===== src/rtl/seq_pkg.sv =====
// Shared types and constants for the instruction sequencer: FSM states, opcode
// classes, condition codes and NZCV flag bit positions.
package seq_pkg;

  typedef enum logic [3:0] {
    ST_IDLE,
    ST_FETCH,
    ST_FETCH_WAIT,
    ST_DECODE,
    ST_EXEC,
    ST_MEM,
    ST_MEM_WAIT,
    ST_WB,
    ST_HALT
  } state_e;

  typedef enum logic [2:0] {
    CLS_ALU,
    CLS_LDR,
    CLS_STR,
    CLS_BR,
    CLS_NOP,
    CLS_HALT
  } op_class_e;

  localparam logic [3:0] OP_ALU_LAST = 4'h9;
  localparam logic [3:0] OP_LDR      = 4'hA;
  localparam logic [3:0] OP_STR      = 4'hB;
  localparam logic [3:0] OP_B        = 4'hC;
  localparam logic [3:0] OP_HALT     = 4'hF;

  localparam logic [3:0] COND_EQ = 4'h0;
  localparam logic [3:0] COND_NE = 4'h1;
  localparam logic [3:0] COND_CS = 4'h2;
  localparam logic [3:0] COND_CC = 4'h3;
  localparam logic [3:0] COND_MI = 4'h4;
  localparam logic [3:0] COND_PL = 4'h5;
  localparam logic [3:0] COND_VS = 4'h6;
  localparam logic [3:0] COND_VC = 4'h7;
  localparam logic [3:0] COND_HI = 4'h8;
  localparam logic [3:0] COND_LS = 4'h9;
  localparam logic [3:0] COND_GE = 4'hA;
  localparam logic [3:0] COND_LT = 4'hB;
  localparam logic [3:0] COND_GT = 4'hC;
  localparam logic [3:0] COND_LE = 4'hD;
  localparam logic [3:0] COND_AL = 4'hE;
  localparam logic [3:0] COND_NV = 4'hF;

  localparam int FLAG_N = 3;
  localparam int FLAG_Z = 2;
  localparam int FLAG_C = 1;
  localparam int FLAG_V = 0;

  // Opcode 0xC only classifies as a branch when the branch datapath exists.
  function automatic op_class_e op_class(input logic [3:0] op, input logic branch_en);
    op_class_e cls;
    cls = CLS_NOP;
    if (op <= OP_ALU_LAST)             cls = CLS_ALU;
    else if (op == OP_LDR)             cls = CLS_LDR;
    else if (op == OP_STR)             cls = CLS_STR;
    else if (op == OP_B && branch_en)  cls = CLS_BR;
    else if (op == OP_HALT)            cls = CLS_HALT;
    return cls;
  endfunction

endpackage


===== src/rtl/cond_eval.sv =====
// Combinational condition-code evaluator: decides whether a 4-bit condition
// holds against an {N,Z,C,V} flags vector.
module cond_eval
  import seq_pkg::*;
(
  input  logic [3:0] cond_i,
  input  logic [3:0] flags_i,
  output logic       pass_o
);

  logic n, z, c, v;
  assign n = flags_i[FLAG_N];
  assign z = flags_i[FLAG_Z];
  assign c = flags_i[FLAG_C];
  assign v = flags_i[FLAG_V];

  always_comb begin
    // NOTE: every combinational output gets a default first, so no path can
    // leave it unassigned and infer a latch.
    pass_o = 1'b0;
    case (cond_i)
      COND_EQ: pass_o = z;
      COND_NE: pass_o = !z;
      COND_CS: pass_o = c;
      COND_CC: pass_o = !c;
      COND_MI: pass_o = n;
      COND_PL: pass_o = !n;
      COND_VS: pass_o = v;
      COND_VC: pass_o = !v;
      COND_HI: pass_o = c && !z;
      COND_LS: pass_o = !c || z;
      COND_GE: pass_o = (n == v);
      COND_LT: pass_o = (n != v);
      COND_GT: pass_o = !z && (n == v);
      COND_LE: pass_o = z || (n != v);
      COND_AL: pass_o = 1'b1;
      COND_NV: pass_o = 1'b0;
      default: pass_o = 1'b0;
    endcase
  end

endmodule


===== src/rtl/instr_sequencer.sv =====
// Multi-cycle fetch/decode/execute sequencer owning pc, instr and NZCV flags.
// Define INSTR_SEQ_BRANCH_EN to execute opcode 0xC as a branch; otherwise it is a NOP.
module instr_sequencer
  import seq_pkg::*;
#(
  parameter int PC_W   = 8,
  parameter int ADDR_W = 16
) (
  input  logic              clk,
  input  logic              rst,
  input  logic              run,
  input  logic [31:0]       fetch_data,
  input  logic [3:0]        alu_flags,
  output logic [PC_W-1:0]   pc,
  output logic              fetch_en,
  output logic [ADDR_W-1:0] fetch_address,
  output logic [31:0]       instr,
  output logic              mem_en,
  output logic              mem_rw,
  output logic              reg_we,
  output logic              wb_sel,
  output logic [3:0]        flags,
  output logic              busy,
  output logic              halted
);

`ifdef INSTR_SEQ_BRANCH_EN
  localparam logic BRANCH_EN = 1'b1;
`else
  localparam logic BRANCH_EN = 1'b0;
`endif

  state_e          state_q, state_d;
  logic [PC_W-1:0] pc_q, pc_d;
  logic [31:0]     instr_q, instr_d;
  logic [3:0]      flags_q, flags_d;

  op_class_e cls;
  logic      cond_pass;

  assign cls = op_class(instr_q[27:24], BRANCH_EN);

  cond_eval u_cond_eval (
    .cond_i  (instr_q[31:28]),
    .flags_i (flags_q),
    .pass_o  (cond_pass)
  );

  always_ff @(posedge clk) begin
    // NOTE: sequential state uses non-blocking assignments so every register
    // samples its pre-edge next-state value together.
    if (rst) begin
      state_q <= ST_IDLE;
      pc_q    <= '0;
      instr_q <= '0;
      flags_q <= '0;
    end else begin
      state_q <= state_d;
      pc_q    <= pc_d;
      instr_q <= instr_d;
      flags_q <= flags_d;
    end
  end

  always_comb begin
    state_d = state_q;
    pc_d    = pc_q;
    instr_d = instr_q;
    flags_d = flags_q;
    case (state_q)
      ST_IDLE:       if (run) state_d = ST_FETCH;
      ST_FETCH:      state_d = ST_FETCH_WAIT;
      ST_FETCH_WAIT: begin
        instr_d = fetch_data;
        state_d = ST_DECODE;
      end
      ST_DECODE: begin
        if (!cond_pass || cls == CLS_NOP) begin
          pc_d    = pc_q + PC_W'(1);
          state_d = ST_IDLE;
        end else if (cls == CLS_HALT) begin
          state_d = ST_HALT;
        end else begin
          state_d = ST_EXEC;
        end
      end
      ST_EXEC: begin
        pc_d = pc_q + PC_W'(1);
        case (cls)
          CLS_ALU: begin
            if (instr_q[23]) flags_d = alu_flags;
            state_d = ST_WB;
          end
          CLS_LDR, CLS_STR: state_d = ST_MEM;
`ifdef INSTR_SEQ_BRANCH_EN
          // Branch target is the low PC_W bits of im_val (instr[18:3]).
          CLS_BR: begin
            pc_d    = instr_q[3 +: PC_W];
            state_d = ST_IDLE;
          end
`endif
          default: state_d = ST_IDLE;
        endcase
      end
      ST_MEM:      state_d = (cls == CLS_STR) ? ST_IDLE : ST_MEM_WAIT;
      ST_MEM_WAIT: state_d = ST_WB;
      ST_WB:       state_d = ST_IDLE;
      ST_HALT:     state_d = ST_HALT;
      default:     state_d = ST_IDLE;
    endcase
  end

  // Moore strobes: decoded from the state register and the latched instruction only.
  assign fetch_en      = (state_q == ST_FETCH);
  assign mem_en        = (state_q == ST_MEM);
  assign mem_rw        = (state_q == ST_MEM) && (cls == CLS_STR);
  assign reg_we        = (state_q == ST_WB);
  assign wb_sel        = (state_q == ST_MEM_WAIT) || ((state_q == ST_WB) && (cls == CLS_LDR));
  assign busy          = (state_q != ST_IDLE) && (state_q != ST_HALT);
  assign halted        = (state_q == ST_HALT);
  assign fetch_address = ADDR_W'(pc_q);
  assign pc            = pc_q;
  assign instr         = instr_q;
  assign flags         = flags_q;

endmodule


===== config.mk =====
export PLATFORM = sky130hd
export DESIGN_NAME = instr_sequencer
export DESIGN_NICKNAME = d
export VERILOG_FILES = /design/src/rtl/seq_pkg.sv /design/src/rtl/cond_eval.sv /design/src/rtl/instr_sequencer.sv
export SDC_FILE = /design/constraint.sdc
export NUM_CORES = 1
export LEC_CHECK = 0
export ABC_AREA = 1
export BUFFER_PORTS_ARGS = -buffer_cell sky130_fd_sc_hd__buf_2
export CORE_AREA = 10 10 82 84
export DETAILED_ROUTE_END_ITERATION = 12
export DIE_AREA = 0 0 92 94
export HOLD_SLACK_MARGIN = 0.08
export PLACE_DENSITY = 0.78
export SETUP_SLACK_MARGIN = 0.4
export SYNTH_ARGS = -nofsm -noshare
export SYNTH_HDL_FRONTEND = slang
export SYNTH_SLANG_ARGS = --single-unit
export TNS_END_PERCENT = 100

===== constraint.sdc =====
create_clock -name clk -period 1.88 [get_ports clk]
set_input_delay 0.376 -clock clk [delete_from_list [all_inputs] [get_ports clk]]
set_output_delay 0.376 -clock clk [all_outputs]
set_load 0.05 [all_outputs]

==> qor.json, run 1 <==
{
  "route.vias.total": 2481,
  "cp_data_arrival_time_ns": 1.29,
  "min_period_ns": 1.67,
  "dieHeight_microns": 94,
  "design.final.nets": 474,
  "tritoncts": "yes",
  "power_density_mw_per_mm2": 950,
  "synth-simple-area-share_pct": 30.4,
  "netlist_instances": 327,
  "synth_area_sq_mm": 0.00233,
  "yosys.area.top_type": "sky130_fd_sc_hd__dfxtp_1",
  "post_synth_main_area_contributors": "sky130_fd_sc_hd__dfxtp_1 41%, sky130_fd_sc_hd__nor2_1 13%, sky130_fd_sc_hd__o21ai_0 7.3%",
  "setup_tns_ns": 0,
  "synth_adder_area_share_pct": 0.537,
  "detailedPlacementHpwl_microns": 5130,
  "initial_utilization_pct": 45.9,
  "utilization_pct": 66.8,
  "synth.yosys.seq_area_share_pct": 41.2,
  "synthesis.area_per_instance_sq_um": 7.12,
  "avgRoutedWirePerCell_microns": 14.9,
  "ctsLongestPathBuffers": 2,
  "post_drt_via_cell_ratio": 4.91,
  "drtPass1Iterations": 4,
  "drc_violations": 0,
  "place.port_buffers": 97,
  "total_leakage_power_nw": 1.71,
  "final_hold_viol_count": 0,
  "antenna_cells": 0,
  "area.growth.synth_to_final_pct": 45.5,
  "worstPathRequired_ns": 1.50,
  "grt_antenna_before_repair": 0,
  "count_of_yosys_warnings_during_synthesis": 0,
  "ys_seq_elements": 48,
  "residual_overflow_from_global_routing": 0,
  "floorplan.die.width_microns": 92,
  "run_status": "completed",
  "grt_first_pass_wirelength_microns": 11500,
  "hold_path_class": "input pin to register",
  "final_antenna_net_count": 0,
  "multiInputGateArea_sq_mm": 0.00134,
  "clk_pin_slew_ns": 0.09,
  "cts_htree_levels": 2,
  "final-seq-area_sq_mm": 0.00101,
  "clk-insertion-delay-late_ns": 0.29,
  "max-vdd-ir-drop_v": 0.000799,
  "number_of_placement_rows": 26,
  "grt_pass1_vias": 2396,
  "power_mw": 3.22,
  "cts-hold-fix-buffers": 0,
  "startpoint_type": "register",
  "post_synth_mux_area_share_pct": 0,
  "cts.sinks": 48,
  "drv_cap": 0,
  "fmaxAchievable_ghz": 0.601,
  "grt_use_total_pct": 15.9,
  "largest_family_of_logic_cells_by_synthesized_area": "simple AND/OR/NAND/NOR gates",
  "maxSlewViolCount": 0,
  "layout_filler_cell_count": 430,
  "floorplan.core_area_sq_mm": 0.00507,
  "min_period_over_period_pct": 88.6,
  "drt_iter0_drc": 144,
  "timing.critical_path.fanout_max": 4,
  "boundaryPins": 106,
  "synthesized_area_fraction_occupied_by_xor_and_xnor_cells_pct": 2.26,
  "setup.worst_path.class": "register to primary output",
  "dieArea_sq_mm": 0.00865,
  "cts_root_buffer_type": "sky130_fd_sc_hd__clkbuf_8",
  "grt_max_degree": 37,
  "setup_viol_count_final": 0,
  "yosysTopAreaCellShare_pct": 41.2,
  "synth_cell_types": 28,
  "drt-total-wl_microns": 7500,
  "post_synthesis_compound_gate_area_fraction_pct": 14.2,
  "layout-drive-gt1-share_pct": 49.2,
  "setup_repair_after_global_routing_missed_its_margin": "true",
  "clock_skew_ns": 0.00652,
  "place_congestion": 0.914,
  "cts_made_buffers": 5,
  "critPathCaptureType": "primary output"
}
worst paths after layout:
| check | end | slack [ns] | startpoint | cells after the start |
|---|---|---|---|---|
| min reg2reg | instr[16] | 0.49 | instr[16] | 2 |
| min | instr[25] | 0.32 | fetch_data[25] | 3 |
| max | wb_sel | 0.21 | state_q[2] | 7 |
| max reg2reg | pc[0] | 0.34 | instr[28] | 15 |
cells by family after synthesis:
group                      after synthesis
adders and majority gates                1
AOI/OAI and AO/OA                       60
xor gates and xnor gates                 6
other                                    1
DFF                                     48
and+or+nand+nor                        158
buffers and inverters                   53
Yosys cell counts:
cell type                  instances
sky130_fd_sc_hd__o21ai_1           6
sky130_fd_sc_hd__nor2_4            1
sky130_fd_sc_hd__ha_1              1
sky130_fd_sc_hd__nor2_1           80
sky130_fd_sc_hd__xor2_1            4
sky130_fd_sc_hd__nand2_8           2
sky130_fd_sc_hd__nand3_1          12
sky130_fd_sc_hd__nand3_2           1
sky130_fd_sc_hd__inv_1            23
sky130_fd_sc_hd__nor3_1            5
sky130_fd_sc_hd__buf_4            16
sky130_fd_sc_hd__conb_1            1
sky130_fd_sc_hd__buf_1             1
sky130_fd_sc_hd__clkbuf_1          7
sky130_fd_sc_hd__xnor2_1           2
sky130_fd_sc_hd__inv_2             4
sky130_fd_sc_hd__o21ai_0          34
sky130_fd_sc_hd__nor4_1            1
sky130_fd_sc_hd__a21oi_2           7
sky130_fd_sc_hd__dfxtp_1          48
sky130_fd_sc_hd__a21oi_1          12
sky130_fd_sc_hd__nand4_1           1
sky130_fd_sc_hd__nand2_2          10
sky130_fd_sc_hd__o21ai_2           1
sky130_fd_sc_hd__nand2_4           2
sky130_fd_sc_hd__nand2_1          42
sky130_fd_sc_hd__nor2_2            1
sky130_fd_sc_hd__buf_2             2
per-layer routing:
layer | vias to the layer above | track usage (%) | part of all wire (%)
met5 | - | 0 | 0
met2 | 108 | 26.8 | 49
li1 | 1232 | - | -
met3 | 14 | 7.43 | 10
met1 | 1127 | 17.8 | 39
met4 | 0 | 3.98 | 2.2
sequential cells by signal (all words and copies together) (netlist names):
register and cells:
instr 32, flags 4, state_q 4, pc 8
placed cells by master, fill, tap and decap left out, drive strengths merged, types with 2 or more instances in the layout:
cell type,n
buf,116
nor2,82
nand2,58
dfxtp,48
o21ai,41
inv,26
a21oi,19
nand3,13
conb,8
clkbuf,8
nor3,5
xor2,4
xnor2,2
timing repair:
| item | 4_1_cts | 5_1_grt |
|---|---|---|
| pin swaps | 5 | 9 |
| hold endpoints to repair | 0 | 0 |
| setup buffers | 6 | 9 |
| setup endpoints to repair | 12 | 39 |
| cloned | 2 | 0 |
| gates resized for setup | 37 | 40 |
metrics by stage:
step / hold WS (ns) / cells / area (sq um) / setup slack, ns
finish: 0.319 / 505 / 3390 / 0.215
global route: 0.329 / 505 / 3390 / 0.146
CTS: 0.317 / 496 / 3200 / 0.230
detailed placement: 0.469 / 480 / 2890 / 0.336
global placement: 0.456 / 480 / 2890 / 0.379
floorplan: 0.455 / 334 / 2440 / 0.331
worst max-delay path, cell delays in order, from the launching register on:
cell                      delay (ns)
sky130_fd_sc_hd__dfxtp_4        0.37
sky130_fd_sc_hd__inv_2          0.05
sky130_fd_sc_hd__nor2_4         0.11
sky130_fd_sc_hd__inv_4          0.07
sky130_fd_sc_hd__nor2_4         0.11
sky130_fd_sc_hd__nand2_2        0.08
sky130_fd_sc_hd__nand2_4        0.07
sky130_fd_sc_hd__buf_8          0.14
power by group:
group | switching, mW | internal [mW] | total (mW)
Clock | 0.343 | 0.470 | 0.812
Sequential | 0.0933 | 1.13 | 1.22
Combinational | 0.847 | 0.344 | 1.19
layout make-up:
type / count / area share, %
multi-input combinational: 235 / 39.5
sequential: 48 / 29.8
timing repair buffer: 117 / 21.2
inverter: 27 / 3.21
clock buffer: 7 / 2.84
tap: 70 / 2.58
clock inverter: 1 / 0.886
Power figures use the tool's default switching activity.
==> inputs of run 2 (changes only) <==
Settings changed: ABC_AREA 1 to not set, CAP_MARGIN set to 40, PLACE_DENSITY 0.78 to 0.77.
==> qor.json, run 2 <==
{
  "floorplan.die.width": {"value": 92, "unit": "microns", "change": "unchanged"},
  "grt_use_total": {"value": 15.5, "unit": "%", "change": "was 15.9%"},
  "yosysTopAreaCellShare": {"value": 41.9, "unit": "%", "change": "was 41.2%"},
  "failed_checks": "negative setup slack",
  "setup_viol_count_final": {"value": 10, "change": "was 0"},
  "drt_iter0_drc": {"value": 80, "change": "was 144"},
  "synth_edf_count": {"value": 0, "change": "unchanged"},
  "number_of_flip_flops_in_the_largest_register": {"value": 32, "change": "unchanged"},
  "drtPass1Iterations": {"value": 5, "change": "was 4"},
  "synth_commonest_cells": {"value": "76 x sky130_fd_sc_hd__nand2_1, 48 x sky130_fd_sc_hd__dfxtp_1, 44 x sky130_fd_sc_hd__a21oi_1", "change": "was 80 x sky130_fd_sc_hd__nor2_1, 48 x sky130_fd_sc_hd__dfxtp_1, 42 x sky130_fd_sc_hd__nand2_1"},
  "min_period": {"value": 1.97, "unit": "ns", "change": "was 1.67 ns"},
  "layout-drive-gt1-share": {"value": 47.8, "unit": "%", "change": "was 49.2%"},
  "clk-insertion-delay-late": {"value": 0.29, "unit": "ns", "change": "about the same"},
  "final_antenna_net_count": {"value": 0, "change": "unchanged"},
  "area.growth.synth_to_final": {"value": 52.5, "unit": "%", "change": "was 45.5%"},
  "residual_overflow_from_global_routing": {"value": 0, "change": "unchanged"},
  "route.vias.total": {"value": 2417, "change": "was 2,481"},
  "post_drt_via_cell_ratio": {"value": 5.01, "change": "was 4.91"},
  "setup_tns": {"value": -0.558, "unit": "ns", "change": "was 0 ns"},
  "netlist_instances": {"value": 297, "change": "was 327"},
  "setup_repair_after_global_routing_missed_its_margin": {"value": "true", "change": "unchanged"},
  "floorplan.core_area": {"value": 0.00507, "unit": "sq mm", "change": "unchanged"},
  "synth_flop_cell": {"value": "sky130_fd_sc_hd__dfxtp_1", "change": "unchanged"},
  "synth_async_sr_flop_share": {"value": 0, "unit": "%", "change": "unchanged"},
  "cts_root_buffer_type": {"value": "sky130_fd_sc_hd__clkbuf_8", "change": "unchanged"},
  "clk_pin_slew": {"value": 0.09, "unit": "ns", "change": "about the same"},
  "worstPathRequired": {"value": 2.06, "unit": "ns", "change": "was 1.50 ns"},
  "final_cell_mix": {"value": "86 x sky130_fd_sc_hd__buf_2, 74 x sky130_fd_sc_hd__nand2_1, 39 x sky130_fd_sc_hd__a21oi_1, 30 x sky130_fd_sc_hd__dfxtp_1, 20 x sky130_fd_sc_hd__buf_4", "change": "was 89 x sky130_fd_sc_hd__buf_2, 67 x sky130_fd_sc_hd__nor2_1, 31 x sky130_fd_sc_hd__nand2_1, 30 x sky130_fd_sc_hd__o21ai_0, 26 x sky130_fd_sc_hd__dfxtp_1"},
  "boundaryPins": {"value": 106, "change": "unchanged"},
  "tritoncts": {"value": "yes", "change": "unchanged"},
  "antenna_cells": {"value": 0, "change": "unchanged"},
  "final_hold_viol_count": {"value": 0, "change": "unchanged"},
  "cts.sinks": {"value": 48, "change": "unchanged"},
  "hold_path_class": {"value": "input pin to register", "change": "unchanged"},
  "drt-total-wl": {"value": 7480, "unit": "microns", "change": "was 7500 microns"},
  "number_of_placement_rows": {"value": 26, "change": "unchanged"},
  "avgRoutedWirePerCell": {"value": 15.5, "unit": "microns", "change": "was 14.9 microns"},
  "synthesis.area_per_instance": {"value": 7.71, "unit": "sq um", "change": "was 7.12 sq um"},
  "multiInputGateArea": {"value": 0.00132, "unit": "sq mm", "change": "was 0.00134 sq mm"},
  "max-vdd-ir-drop": {"value": 0.000610, "unit": "V", "change": "was 0.000799 V"},
  "critPathCaptureType": {"value": "register", "change": "was primary output"},
  "run_status": {"value": "finished with violations", "change": "was completed"},
  "cts_made_buffers": {"value": 5, "change": "unchanged"},
  "detailedPlacementHpwl": {"value": 5050, "unit": "microns", "change": "was 5130 microns"},
  "synth.yosys.seq_area_share": {"value": 41.9, "unit": "%", "change": "was 41.2%"},
  "layoutNonFillerInstCount": {"value": 482, "change": "was 505"},
  "count_of_yosys_warnings_during_synthesis": {"value": 0, "change": "unchanged"},
  "grt_first_pass_wirelength": {"value": 11100, "unit": "microns", "change": "was 11,500 microns"},
  "cts-hold-fix-buffers": {"value": 0, "change": "unchanged"},
  "dieHeight": {"value": 94, "unit": "microns", "change": "unchanged"},
  "final.hold.worst_slack": {"value": 0.305, "unit": "ns", "change": "was 0.319 ns"},
  "power": {"value": 2.31, "unit": "mW", "change": "was 3.22 mW"},
  "ctsLongestPathBuffers": {"value": 2, "change": "unchanged"},
  "grt_pass1_vias": {"value": 2275, "change": "was 2,396"},
  "startpoint_type": {"value": "register", "change": "unchanged"},
  "final-seq-area": {"value": 0.00101, "unit": "sq mm", "change": "unchanged"},
  "post_synth_main_area_contributors": {"value": "sky130_fd_sc_hd__dfxtp_1 42%, sky130_fd_sc_hd__nand2_1 12%, sky130_fd_sc_hd__a21oi_1 9.6%", "change": "was sky130_fd_sc_hd__dfxtp_1 41%, sky130_fd_sc_hd__nor2_1 13%, sky130_fd_sc_hd__o21ai_0 7.3%"},
  "place_congestion": {"value": 0.890, "change": "was 0.914"},
  "synth_most_common_cell": {"value": "sky130_fd_sc_hd__nand2_1", "change": "was sky130_fd_sc_hd__nor2_1"},
  "synth_area": {"value": 0.00229, "unit": "sq mm", "change": "was 0.00233 sq mm"},
  "power_density": {"value": 661, "unit": "mW/mm^2", "change": "was 950 mW/mm^2"},
  "maxSlewViolCount": {"value": 0, "change": "unchanged"},
  "placed_cells": {"value": 451, "change": "was 480"},
  "grt_antenna_before_repair": {"value": 0, "change": "unchanged"},
  "cts_htree_levels": {"value": 2, "change": "unchanged"},
  "total_leakage_power": {"value": 1.57, "unit": "nW", "change": "was 1.71 nW"},
  "clock_skew": {"value": 0.00861, "unit": "ns", "change": "was 0.00652 ns"},
  "most_frequent_standard_cell_in_the_layout_excluding_fill_and_tap_cells": {"value": "sky130_fd_sc_hd__buf_2", "change": "unchanged"},
  "grt_max_degree": {"value": 33, "change": "was 37"},
  "min_period_over_period": {"value": 105, "unit": "%", "change": "was 88.6%"},
  "ys_seq_elements": {"value": 48, "change": "unchanged"},
  "drv_cap": {"value": 0, "change": "unchanged"},
  "design.final.nets": {"value": 451, "change": "was 474"},
  "setup.worst_path.class": {"value": "register to register", "change": "was register to primary output"},
  "layout_filler_cell_count": {"value": 444, "change": "was 430"},
  "place.port_buffers": {"value": 97, "change": "unchanged"},
  "cp_data_arrival_time": {"value": 2.15, "unit": "ns", "change": "was 1.29 ns"},
  "postLayoutSetupSlackWorst": {"value": -0.0910, "unit": "ns", "change": "was 0.215 ns"},
  "dieArea": {"value": 0.00865, "unit": "sq mm", "change": "unchanged"},
  "fmaxAchievable": {"value": 0.507, "unit": "GHz", "change": "was 0.601 GHz"},
  "synth_cell_types": {"value": 40, "change": "was 28"},
  "initial_utilization": {"value": 45.1, "unit": "%", "change": "was 45.9%"},
  "drc_violations": {"value": 0, "change": "unchanged"},
  "yosys.area.top_type": {"value": "sky130_fd_sc_hd__dfxtp_1", "change": "unchanged"},
  "timing.critical_path.fanout_max": {"value": 8, "change": "was 4"}
}
==> run 2: what timing repair did <==
| action | 4_1_cts | 5_1_grt |
|---|---|---|
| pin swaps | 20 | 15 |
| setup buffers | 16 | 4 |
| gates resized for setup | 37 | 44 |
| setup endpoints to repair | 51 | 59 |
| hold endpoints to repair | 0 | 0 |
| cloned | 0 | 3 |
==> run 2: layout make-up <==
class / count / area share (%)
repair buffers: 136 / 27.3
clock buffers: 6 / 2.08
flip-flops and latches: 48 / 28.9
well taps: 70 / 2.51
clock inverters: 2 / 1.00
inverters: 5 / 0.537
multi-input cells: 215 / 37.6
==> run 2: critical path, stage by stage (launching register included) <==
cell                        delay [ns]
sky130_fd_sc_hd__dfxtp_4          0.42
sky130_fd_sc_hd__mux2i_4          0.25
sky130_fd_sc_hd__mux2i_2          0.30
sky130_fd_sc_hd__o2111ai_2        0.20
sky130_fd_sc_hd__o211ai_4         0.33
sky130_fd_sc_hd__buf_6            0.14
sky130_fd_sc_hd__mux2i_1          0.17
sky130_fd_sc_hd__nor2_1           0.05
==> run 2: kinds of logic (layout without fill, tap and decap cells) <==
group,after synthesis,after routing,share of synthesized area (%)
AOI/OAI and AO/OA,62,62,15.0
xor gates and xnor gates,2,2,0.765
adders and majority gates,1,1,0.546
buffers and inverters,41,149,11.3
DFF,48,48,41.9
muxes,9,9,4.04
other,1,8,0.164
and+or+nand+nor,133,133,26.3
==> run 2: per-layer routing <==
| layer | up-vias | wire, microns | global-route usage, % |
|---|---|---|---|
| met1 | 1115 | 2830 | 16.7 |
| met3 | 10 | 729 | 6.95 |
| met5 | - | 0 | 0 |
| li1 | 1201 | - | - |
| met4 | 0 | 110 | 4.76 |
| met2 | 91 | 3810 | 26.8 |
==> run 2: path summary, 6_finish.rpt <==
kind / slack, ns / end / start / cells past startpoint
setup / recovery: -0.09 / pc[1] / instr[29] / 7
hold / removal: 0.30 / instr[28] / fetch_data[28] / 3
setup reg to reg: -0.09 / pc[1] / instr[29] / 7
hold reg to reg: 0.46 / instr[17] / instr[17] / 2
==> run 2: through the flow <==
step | utilization (%) | instance area [sq um] | setup WS [ns]
finish | 68.9 | 3490 | -0.0910
floorplan | - | 2450 | 0.0152
global route | 68.9 | 3490 | -0.193
global placement | 57.1 | 2900 | 0.0601
CTS | 63.8 | 3240 | 0.0315
detailed placement | 57.1 | 2900 | -0.124
==> run 2: where the power goes <==
group	switching [mW]	internal (mW)	total [mW]
combinational	0.324	0.190	0.514
clock	0.330	0.395	0.725
sequential	0.0305	1.04	1.07
==> inputs of run 3 (changes only) <==
Settings changed: CORE_AREA 10 10 82 84 to 3 3 75 77, DIE_AREA 0 0 92 94 to 0 0 78 80, GPL_TIMING_DRIVEN set to 0.
==> qor.json, run 3 (synthesized netlist as in run 2, its figures left out) <==
{
  "run_status": {"value": "finished with violations", "change": "unchanged"},
  "failed_checks": {"value": "negative setup slack", "change": "unchanged"},
  "drt-total-wl": {"value": 6320, "unit": "microns", "change": "was 7480 microns"},
  "antenna_cells": {"value": 0, "change": "unchanged"},
  "power.internal": {"value": 1.62, "unit": "mW", "change": "about the same"},
  "min_period": {"value": 1.92, "unit": "ns", "change": "was 1.97 ns"},
  "final_cell_mix": {"value": "86 x sky130_fd_sc_hd__buf_2, 75 x sky130_fd_sc_hd__nand2_1, 39 x sky130_fd_sc_hd__a21oi_1, 32 x sky130_fd_sc_hd__buf_4, 31 x sky130_fd_sc_hd__dfxtp_1", "change": "was 86 x sky130_fd_sc_hd__buf_2, 74 x sky130_fd_sc_hd__nand2_1, 39 x sky130_fd_sc_hd__a21oi_1, 30 x sky130_fd_sc_hd__dfxtp_1, 20 x sky130_fd_sc_hd__buf_4"},
  "avgRoutedWirePerCell": {"value": 12.8, "unit": "microns", "change": "was 15.5 microns"},
  "cpPeakStageDelay": {"value": 0.41, "unit": "ns", "change": "was 0.42 ns"},
  "drv_cap": {"value": 0, "change": "unchanged"},
  "final_antenna_net_count": {"value": 0, "change": "unchanged"},
  "detailedPlacementHpwl": {"value": 4530, "unit": "microns", "change": "was 5050 microns"},
  "dieHeight": {"value": 80, "unit": "microns", "change": "was 94 microns"},
  "startpoint_type": {"value": "register", "change": "unchanged"},
  "grt_first_pass_wirelength": {"value": 10300, "unit": "microns", "change": "was 11,100 microns"},
  "clockPowerShare": {"value": 32.6, "unit": "%", "change": "was 31.4%"},
  "min_period_over_period": {"value": 102, "unit": "%", "change": "was 105%"},
  "layout-drive-gt1-share": {"value": 46.7, "unit": "%", "change": "was 47.8%"},
  "post_drt_via_cell_ratio": {"value": 4.83, "change": "was 5.01"},
  "initial_utilization": {"value": 45.1, "unit": "%", "change": "unchanged"},
  "rr_endpoint": {"value": "pc[1]", "change": "unchanged"},
  "setup_repair_after_global_routing_missed_its_margin": {"value": "true", "change": "unchanged"},
  "total_leakage_power": {"value": 1.59, "unit": "nW", "change": "was 1.57 nW"},
  "most_frequent_standard_cell_in_the_layout_excluding_fill_and_tap_cells": {"value": "sky130_fd_sc_hd__buf_2", "change": "unchanged"},
  "timing.rr.start": {"value": "instr[29]", "change": "unchanged"},
  "hold_path.startpoint": {"value": "fetch_data[31]", "change": "was fetch_data[28]"},
  "fmaxAchievable": {"value": 0.520, "unit": "GHz", "change": "was 0.507 GHz"},
  "timing.critical_path.max_delay_family": {"value": "simple AND/OR/NAND/NOR gates", "change": "was multiplexers"},
  "final_area": {"value": 0.00346, "unit": "sq mm", "change": "was 0.00349 sq mm"},
  "floorplan.die.width": {"value": 78, "unit": "microns", "change": "was 92 microns"},
  "worstPathRequired": {"value": 1.50, "unit": "ns", "change": "was 2.06 ns"},
  "final_hold_viol_count": {"value": 0, "change": "unchanged"},
  "cts.sinks": {"value": 48, "change": "unchanged"},
  "boundaryPins": {"value": 106, "change": "unchanged"},
  "cts_htree_levels": {"value": 2, "change": "unchanged"},
  "ctsLongestPathBuffers": {"value": 2, "change": "unchanged"},
  "hold_end": {"value": "instr[31]", "change": "was instr[28]"},
  "power.combinational.fraction": {"value": 21.4, "unit": "%", "change": "was 22.3%"},
  "post-place-ws": {"value": -0.101, "unit": "ns", "change": "was -0.124 ns"},
  "residual_overflow_from_global_routing": {"value": 0, "change": "unchanged"},
  "dieArea": {"value": 0.00624, "unit": "sq mm", "change": "was 0.00865 sq mm"},
  "grt_antenna_before_repair": {"value": 0, "change": "unchanged"},
  "timing.critical_path.fanout_max": {"value": 8, "change": "unchanged"},
  "sw_frac_of_total": {"value": 29.9, "unit": "%", "change": "was 29.7%"},
  "cts-hold-fix-buffers": {"value": 0, "change": "unchanged"},
  "max-vdd-ir-drop": {"value": 0.000676, "unit": "V", "change": "was 0.000610 V"},
  "tritoncts": {"value": "yes", "change": "unchanged"},
  "design.final.nets": {"value": 463, "change": "was 451"},
  "setup_viol_count_final": {"value": 4, "change": "was 10"},
  "clk-insertion-delay-late": {"value": 0.30, "unit": "ns", "change": "was 0.29 ns"},
  "clk_pin_slew": {"value": 0.10, "unit": "ns", "change": "was 0.09 ns"},
  "placed_cells": {"value": 470, "change": "was 451"},
  "ff2ff_path_depth": {"value": 8, "change": "was 7"},
  "floorplan.core_area": {"value": 0.00507, "unit": "sq mm", "change": "unchanged"},
  "drt_iter0_drc": {"value": 76, "change": "was 80"},
  "path_cells": {"value": "nand2b_4 > or3b_4 > a21oi_4 > buf_6", "change": "was mux2i_4 > mux2i_2 > o2111ai_2 > o211ai_4 > buf_6 > mux2i_1 > nor2_1"},
  "hold_path_class": {"value": "input pin to register", "change": "unchanged"},
  "setup_tns": {"value": -0.105, "unit": "ns", "change": "was -0.558 ns"},
  "maxSlewViolCount": {"value": 0, "change": "unchanged"},
  "share_seq_of_total_power": {"value": 46.1, "unit": "%", "change": "was 46.3%"},
  "cts_made_buffers": {"value": 5, "change": "unchanged"},
  "worst_hold_path_cell_count": {"value": 3, "change": "unchanged"},
  "critPathCaptureType": {"value": "primary output", "change": "was register"},
  "switching_power": {"value": 0.693, "unit": "mW", "change": "was 0.685 mW"},
  "layout_filler_cell_count": {"value": 457, "change": "was 444"},
  "crit_buf_inv": {"value": 1, "change": "unchanged"},
  "grt_use_total": {"value": 20.3, "unit": "%", "change": "was 15.5%"},
  "cts_root_buffer_type": {"value": "sky130_fd_sc_hd__clkbuf_8", "change": "unchanged"},
  "route.vias.total": {"value": 2385, "change": "was 2,417"},
  "drtPass1Iterations": {"value": 4, "change": "was 5"},
  "clock_skew": {"value": 0.00934, "unit": "ns", "change": "was 0.00861 ns"},
  "setup.reg_to_reg.worst_slack": {"value": -0.03, "unit": "ns", "change": "was -0.09 ns"},
  "worst_path_max_delay_cell": {"value": "sky130_fd_sc_hd__or3b_4", "change": "was sky130_fd_sc_hd__dfxtp_4"},
  "number_of_flip_flops_in_the_largest_register": {"value": 32, "change": "unchanged"},
  "number_of_placement_rows": {"value": 26, "change": "unchanged"},
  "setup.worst_path.class": {"value": "register to primary output", "change": "was register to register"},
  "drc_violations": {"value": 0, "change": "unchanged"},
  "grt_pass1_vias": {"value": 2216, "change": "was 2,275"},
  "grt_max_degree": {"value": 17, "change": "was 33"},
  "cp_data_arrival_time": {"value": 1.55, "unit": "ns", "change": "was 2.15 ns"},
  "area.growth.synth_to_final": {"value": 51.1, "unit": "%", "change": "was 52.5%"},
  "place_congestion": {"value": 0.870, "change": "was 0.890"},
  "layoutNonFillerInstCount": {"value": 494, "change": "was 482"},
  "postLayoutSetupSlackWorst": {"value": -0.0433, "unit": "ns", "change": "was -0.0910 ns"},
  "place.port_buffers": {"value": 96, "change": "was 97"},
  "power_density": {"value": 669, "unit": "mW/mm^2", "change": "was 661 mW/mm^2"},
  "utilization": {"value": 68.2, "unit": "%", "change": "was 68.9%"},
  "placed_instance_area": {"value": 0.00302, "unit": "sq mm", "change": "was 0.00290 sq mm"}
}
-- run 3: changes by cell type in the layout (fill, tap and decap cells not counted), moves of 3 or more --
cell,previous run,this run
sky130_fd_sc_hd__dfxtp_2,7,11
sky130_fd_sc_hd__buf_4,20,32
sky130_fd_sc_hd__dfxtp_4,11,6
sky130_fd_sc_hd__o21ai_0,1,4
sky130_fd_sc_hd__clkbuf_2,0,3
sky130_fd_sc_hd__buf_6,19,14
-- run 3: final cells by class --
| type | instances | area, sq um | share of cell area, % |
|---|---|---|---|
| Buffer | 36 | 309 | 8.93 |
| Multi-Input combinational cell | 215 | 1260 | 36.5 |
| Clock inverter | 3 | 47.5 | 1.37 |
| Timing Repair Buffer | 112 | 667 | 19.3 |
| Clock buffer | 5 | 68.8 | 1.99 |
| Tap cell | 70 | 87.6 | 2.53 |
| Sequential cell | 48 | 997 | 28.8 |
| Inverter | 5 | 22.5 | 0.651 |
-- run 3: power groups by stage --
stage | Clock [mW] | Sequential [mW] | Combinational (mW)
floorplan | 0 | 1.18 | 0.228
global placement | 0 | 1.09 | 0.426
detailed placement | 0 | 1.09 | 0.431
CTS | 0.773 | 1.07 | 0.461
global route | 0.812 | 1.07 | 0.531
finish | 0.754 | 1.07 | 0.495
-- run 3: worst max-delay path by stage --
stage	startpoint	end	slack, ns	cells past startpoint
final	instr[26]	wb_sel	-0.04	4
after global routing	instr[29]	pc[1]	-0.12	8
after CTS	instr[29]	pc[1]	-0.05	8
after detailed placement	instr[29]	pc[1]	-0.10	8
after global placement	instr[29]	pc[7]	-0.07	7
after floorplan	instr[29]	pc[1]	0.02	8
-- run 3: per-layer routing --
layer	global-route usage [%]	vias up	wire length, microns
li1	-	1225	-
met1	23.5	1080	2530
met2	35.7	75	3250
met3	6.66	5	482
met4	5.94	0	63
met5	0	-	0
-- run 3: timing repair --
action                                  CTS  global route
resized for setup                        41            30
setup buffers                             8             6
gates cloned                              2             0
endpoints found under the setup margin   56            59
pin swaps                                 9             7
-- run 3: through the flow --
step	hold slack [ns]	total power, mW
after floorplan	0.502	1.41
after global placement	0.439	1.51
after detailed placement	0.443	1.52
after CTS	0.289	2.30
after global routing	0.296	2.42
final	0.294	2.32
-- run 3: worst min-delay path, stage by stage --
cell and delay [ns]:
sky130_fd_sc_hd__buf_2 0.09, sky130_fd_sc_hd__nand2_1 0.04, sky130_fd_sc_hd__a21oi_1 0.05
